**src/rtl/float_mul_pipe.sv**
```systemverilog
// Three-stage float32 multiplier (unpack, multiply, normalize/pack) with a
// valid/ready handshake and a single global stall shared by every stage.
module float_mul_pipe #(
  parameter int unsigned TAG_W = 8
) (
  input  logic             clk,
  input  logic             rst,
  input  logic             in_valid,
  output logic             in_ready,
  input  logic [31:0]      floatA,
  input  logic [31:0]      floatB,
  input  logic [TAG_W-1:0] in_tag,
  output logic             out_valid,
  input  logic             out_ready,
  output logic [31:0]      ans,
  output logic [TAG_W-1:0] out_tag,
  output logic             busy
);

  logic adv;

  logic                    s1_valid_q, s1_valid_d;
  logic                    s1_sign_q,  s1_sign_d;
  logic                    s1_zero_q,  s1_zero_d;
  logic signed [9:0]       s1_e_q,     s1_e_d;
  logic [23:0]             s1_ma_q,    s1_ma_d;
  logic [23:0]             s1_mb_q,    s1_mb_d;
  logic [TAG_W-1:0]        s1_tag_q,   s1_tag_d;

  logic                    s2_valid_q, s2_valid_d;
  logic                    s2_sign_q,  s2_sign_d;
  logic                    s2_zero_q,  s2_zero_d;
  logic signed [9:0]       s2_e_q,     s2_e_d;
  logic [24:0]             s2_prod_q,  s2_prod_d;
  logic [TAG_W-1:0]        s2_tag_q,   s2_tag_d;

  logic                    s3_valid_q, s3_valid_d;
  logic [31:0]             s3_ans_q,   s3_ans_d;
  logic [TAG_W-1:0]        s3_tag_q,   s3_tag_d;

  logic signed [9:0]       norm_e;
  logic [22:0]             norm_frac;
  logic [31:0]             packed_ans;

  assign adv       = !s3_valid_q || out_ready;
  assign in_ready  = adv;
  assign out_valid = s3_valid_q;
  assign ans       = s3_ans_q;
  assign out_tag   = s3_tag_q;
  assign busy      = s1_valid_q || s2_valid_q || s3_valid_q;

  // s2_prod holds product bits [47:23]; bit 24 is the carry-out of 1.x * 1.x.
  always_comb begin
    if (s2_prod_q[24]) begin
      norm_e    = s2_e_q + 10'sd1;
      norm_frac = s2_prod_q[23:1];
    end else begin
      norm_e    = s2_e_q;
      norm_frac = s2_prod_q[22:0];
    end

    if (s2_zero_q) begin
      packed_ans = '0;
    end else if (norm_e <= 10'sd0) begin
      packed_ans = '0;
    end else if (norm_e >= 10'sd255) begin
      packed_ans = {s2_sign_q, 8'hFE, 23'h7FFFFF};
    end else begin
      packed_ans = {s2_sign_q, norm_e[7:0], norm_frac};
    end
  end

  always_comb begin
    s1_valid_d = s1_valid_q;
    s1_sign_d  = s1_sign_q;
    s1_zero_d  = s1_zero_q;
    s1_e_d     = s1_e_q;
    s1_ma_d    = s1_ma_q;
    s1_mb_d    = s1_mb_q;
    s1_tag_d   = s1_tag_q;
    s2_valid_d = s2_valid_q;
    s2_sign_d  = s2_sign_q;
    s2_zero_d  = s2_zero_q;
    s2_e_d     = s2_e_q;
    s2_prod_d  = s2_prod_q;
    s2_tag_d   = s2_tag_q;
    s3_valid_d = s3_valid_q;
    s3_ans_d   = s3_ans_q;
    s3_tag_d   = s3_tag_q;

    if (adv) begin
      s1_valid_d = in_valid;
      s1_sign_d  = floatA[31] ^ floatB[31];
      s1_zero_d  = (floatA[30:23] == 8'd0) || (floatB[30:23] == 8'd0);
      s1_e_d     = $signed({2'b00, floatA[30:23]}) + $signed({2'b00, floatB[30:23]}) - 10'sd127;
      s1_ma_d    = {1'b1, floatA[22:0]};
      s1_mb_d    = {1'b1, floatB[22:0]};
      s1_tag_d   = in_tag;

      s2_valid_d = s1_valid_q;
      s2_sign_d  = s1_sign_q;
      s2_zero_d  = s1_zero_q;
      s2_e_d     = s1_e_q;
      s2_prod_d  = 25'((48'(s1_ma_q) * 48'(s1_mb_q)) >> 23);
      s2_tag_d   = s1_tag_q;

      // Result registers only load on real data so ans/out_tag keep the last product through bubbles.
      s3_valid_d = s2_valid_q;
      if (s2_valid_q) begin
        s3_ans_d = packed_ans;
        s3_tag_d = s2_tag_q;
      end
    end
  end

  always_ff @(posedge clk) begin
    if (rst) begin
      s1_valid_q <= 1'b0;
      s1_sign_q  <= 1'b0;
      s1_zero_q  <= 1'b0;
      s1_e_q     <= '0;
      s1_ma_q    <= '0;
      s1_mb_q    <= '0;
      s1_tag_q   <= '0;
      s2_valid_q <= 1'b0;
      s2_sign_q  <= 1'b0;
      s2_zero_q  <= 1'b0;
      s2_e_q     <= '0;
      s2_prod_q  <= '0;
      s2_tag_q   <= '0;
      s3_valid_q <= 1'b0;
      s3_ans_q   <= '0;
      s3_tag_q   <= '0;
    end else begin
      s1_valid_q <= s1_valid_d;
      s1_sign_q  <= s1_sign_d;
      s1_zero_q  <= s1_zero_d;
      s1_e_q     <= s1_e_d;
      s1_ma_q    <= s1_ma_d;
      s1_mb_q    <= s1_mb_d;
      s1_tag_q   <= s1_tag_d;
      s2_valid_q <= s2_valid_d;
      s2_sign_q  <= s2_sign_d;
      s2_zero_q  <= s2_zero_d;
      s2_e_q     <= s2_e_d;
      s2_prod_q  <= s2_prod_d;
      s2_tag_q   <= s2_tag_d;
      s3_valid_q <= s3_valid_d;
      s3_ans_q   <= s3_ans_d;
      s3_tag_q   <= s3_tag_d;
    end
  end

endmodule

```
**config.mk**
```make
export PLATFORM = sky130hd
export DESIGN_NAME = float_mul_pipe
export DESIGN_NICKNAME = d
export VERILOG_FILES = /design/src/rtl/float_mul_pipe.sv
export SDC_FILE = /design/constraint.sdc
export NUM_CORES = 2
export LEC_CHECK = 0
export ABC_AREA = 1
export BUFFER_PORTS_ARGS = -buffer_cell sky130_fd_sc_hd__buf_4
export CORE_MARGIN = 2
export CORE_UTILIZATION = 60
export DETAILED_ROUTE_END_ITERATION = 10
export MAX_ROUTING_LAYER = met4
export PLACE_DENSITY = 0.85
export SYNTH_ARGS = -nofsm -noshare
export SYNTH_HDL_FRONTEND = slang
export SYNTH_SLANG_ARGS = --single-unit
export TNS_END_PERCENT = 1
```
**constraint.sdc**
```tcl
create_clock -name clk -period 14.4 [get_ports clk]
set_clock_uncertainty 0.2 [all_clocks]
set_input_delay 1.44 -clock clk [delete_from_list [all_inputs] [get_ports clk]]
set_output_delay 1.44 -clock clk [all_outputs]
set_load 0.05 [all_outputs]
```
==> reports/qor.csv <==
metric;value;unit
synth.net_count;4347;
synth_top_cell_by_area;fa_1;
synthCells;3603;
worst_slack;7.18;ns
cp_data_arrival_time;7.37;ns
crit_type;flip-flop to flip-flop;
yosysUniqueCellTypes;36;
finalPower;0.00340;W
grt_max_degree;90;
end_kind;flip-flop;
post_drt_wl_per_cell;16.5;microns
yosysWarnings;0;
antenna_found_initial;0;
syn_area;26400;sq um
dp_hpwl;55100;microns
drt_pre_antenna_iters;6;
static-leakage-power;16.5;nW
pre_cts_slack;7.36;ns
portBuffers;118;
cts_buffer_depth;2;
antenna-diode-count;0;
cts_tree;yes;
grt_first_pass_wirelength;115000;microns
remaining_drc_errors;0;
synth-async-reset-ratio;0;%
period_share;50.1;%
synth_flop_cell;dfxtp_1;
start_kind;flip-flop;
ys_top_cells_by_area;fa_1 37%, inv_1 14%, nand2_1 12%, dfxtp_1 12%, ha_1 8.8%;
routed_via_density;5.30;
fin_tns_setup;0;ns
status;complete, no violations;
cts_sinks;155;
io-pin-count;119;
post_cts_buffers;0;
ir_drop;0.000135;V
power_density;121;nW/um^2
gr-total-overflow;0;
seqCellArea;3100;sq um
place_inst;4151;
cts-root-buf;clkbuf_16;
max_freq;0.139;GHz
areaGrowthSynthToFinish;6.59;%
grt_pass1_vias;23100;
cp.required;14.55;ns
slew_headroom;18.9;%
cts-resized-gates;0;
start_util;61.0;%
synth_edf_count;0;
hp-class;flip-flop to flip-flop;
yosysTopAreaCellShare;36.6;%
tightest_slew;1.22;ns
ys_seq_elements;155;
fillers;3643;
vias;22200;
slew_violations;0;
clk_latency;0.46;ns
layout.cells.non_filler;4183;
chipWidth;214;microns
multi_input_area;18900;sq um
cts.reportedPaths.clkPinSlew;0.07;ns
drt_iter0_drc;1871;
setup_viol;0;
num_rows;76;
coreArea;43300;sq um
seq_area_frac_synth;11.8;%
post_route_cells_drive_above_1_share;6.00;%
final_nets;4329;
htreeDepth;4;
cp_max_fo;25;
gp_routability_congestion;0.970;
dieArea;45700;sq um
avgSynthCellArea;7.32;sq um
cts_made_buffers;17;
drt_wl_total;68800;microns
postRouteAntennaNets;0;
hold_viol;0;
die_h;214;microns
period_needed;7.22;ns
rsz0062_at_grt;no;
drv_cap;0;
ctsHoldBuffers;0;
grt_use_total;33.4;%
cell families (layout without fill, tap and decap cells):
kind of cell / Yosys count / in the layout / share of synthesized area, %
compound gates: 327 / 327 / 6.71
xor+xnor: 20 / 20 / 0.664
fa+ha+maj: 668 / 668 / 45.4
buf+inv: 1160 / 1155 / 16.7
flops: 155 / 155 / 11.8
simple gates: 1273 / 1273 / 18.8
flip-flops by register name (all words and copies together) (netlist names), 8 cells and up:
register,count
s2_e_q,10
s1_mb_q,23
s2_prod_q,25
s1_tag_q,8
s1_e_q,10
ans,32
s1_ma_q,24
out_tag,8
s2_tag_q,8
final timing paths:
| check | from | endpoint | slack (ns) | cells past startpoint |
|---|---|---|---|---|
| worst max-delay path | s1_mb_q[13]$_SDFFE_PP0N_ | s2_prod_q[21]$_SDFFE_PP0N_ | 7.18 | 25 |
| worst min-delay path | s1_e_q[9]$_SDFFE_PP0N_ | s1_e_q[9]$_SDFFE_PP0N_ | 0.26 | 2 |
| worst max register to register | s1_mb_q[13]$_SDFFE_PP0N_ | s2_prod_q[21]$_SDFFE_PP0N_ | 7.18 | 25 |
| worst min register to register | s1_e_q[9]$_SDFFE_PP0N_ | s1_e_q[9]$_SDFFE_PP0N_ | 0.26 | 2 |
critical path, stage by stage (launching register included):
cell,delay [ns]
dfxtp_1,1.06
nand2_1,0.17
fa_1,0.57
inv_1,0.05
fa_1,0.47
inv_1,0.05
fa_1,0.51
inv_1,0.06
fa_1,0.57
fa_1,0.43
fa_1,0.49
inv_1,0.04
fa_1,0.49
inv_1,0.05
ha_1,0.37
a21o_1,0.21
a21boi_0,0.43
o21bai_1,0.15
nand2_1,0.09
nand2_1,0.05
a21oi_1,0.24
nand2_1,0.08
nand2_1,0.06
nand3_1,0.06
nand2_1,0.10
inv_1,0.04
routing by layer:
metal	up-vias	wire length, microns	GRT usage (%)
li1	10300	-	-
met1	10700	27900	43.7
met2	1072	32200	53.1
met3	147	6670	6.33
met4	0	2050	10.4
met5	-	0	-
power by group:
part | switching, W | internal, W | total, W
sequential | 0.0000622 | 0.000485 | 0.000547
clock | 0.000215 | 0.000235 | 0.000451
combinational | 0.00157 | 0.000833 | 0.00240
through the flow:
stage	hold slack, ns	utilization (%)	instance area (sq um)
after floorplan	0.240	-	26400
after global placement	0.254	63.7	27500
after detailed placement	0.253	63.7	27500
after CTS	0.263	65.0	28100
after global routing	0.277	65.0	28100
final	0.264	65.0	28100
cells in the final DEF, fill, tap and decap left out, types with 3 or more instances in the layout:
master / count
clkbuf_16: 17
o21ai_0: 168
nor2_1: 322
a21oi_1: 112
nor3_1: 13
a21boi_0: 3
o21bai_1: 18
nor4_1: 5
a21o_1: 9
o21ai_2: 10
dfxtp_1: 155
inv_6: 3
xor2_1: 15
fa_1: 482
nand4_1: 13
buf_4: 163
nand3b_1: 3
nand2_1: 847
nand3_1: 60
inv_1: 955
inv_2: 3
xnor2_1: 5
ha_1: 186
synthesized netlist by cell type, types with 3 or more instances:
master / instances
nand3b_1: 3
buf_1: 9
buf_2: 8
a21oi_1: 112
buf_6: 4
o21ai_0: 168
o21bai_1: 18
clkbuf_1: 179
nor4_1: 5
nand2_1: 847
ha_1: 186
xnor2_1: 5
fa_1: 482
o21ai_2: 10
nor3_1: 13
nand3_1: 60
a21o_1: 9
nand4_1: 13
a21boi_0: 3
nor2_1: 323
inv_1: 957
dfxtp_1: 155
xor2_1: 15
cell type report:
class,instances,area share (%)
tap,585,2.60
clock inverter,12,0.383
timing repair buffer,163,4.35
inverter,960,12.8
sequential,155,11.0
clock buffer,20,1.62
multi-input combinational,2288,67.2
Note: power is estimated with default switching activity, not from simulation.
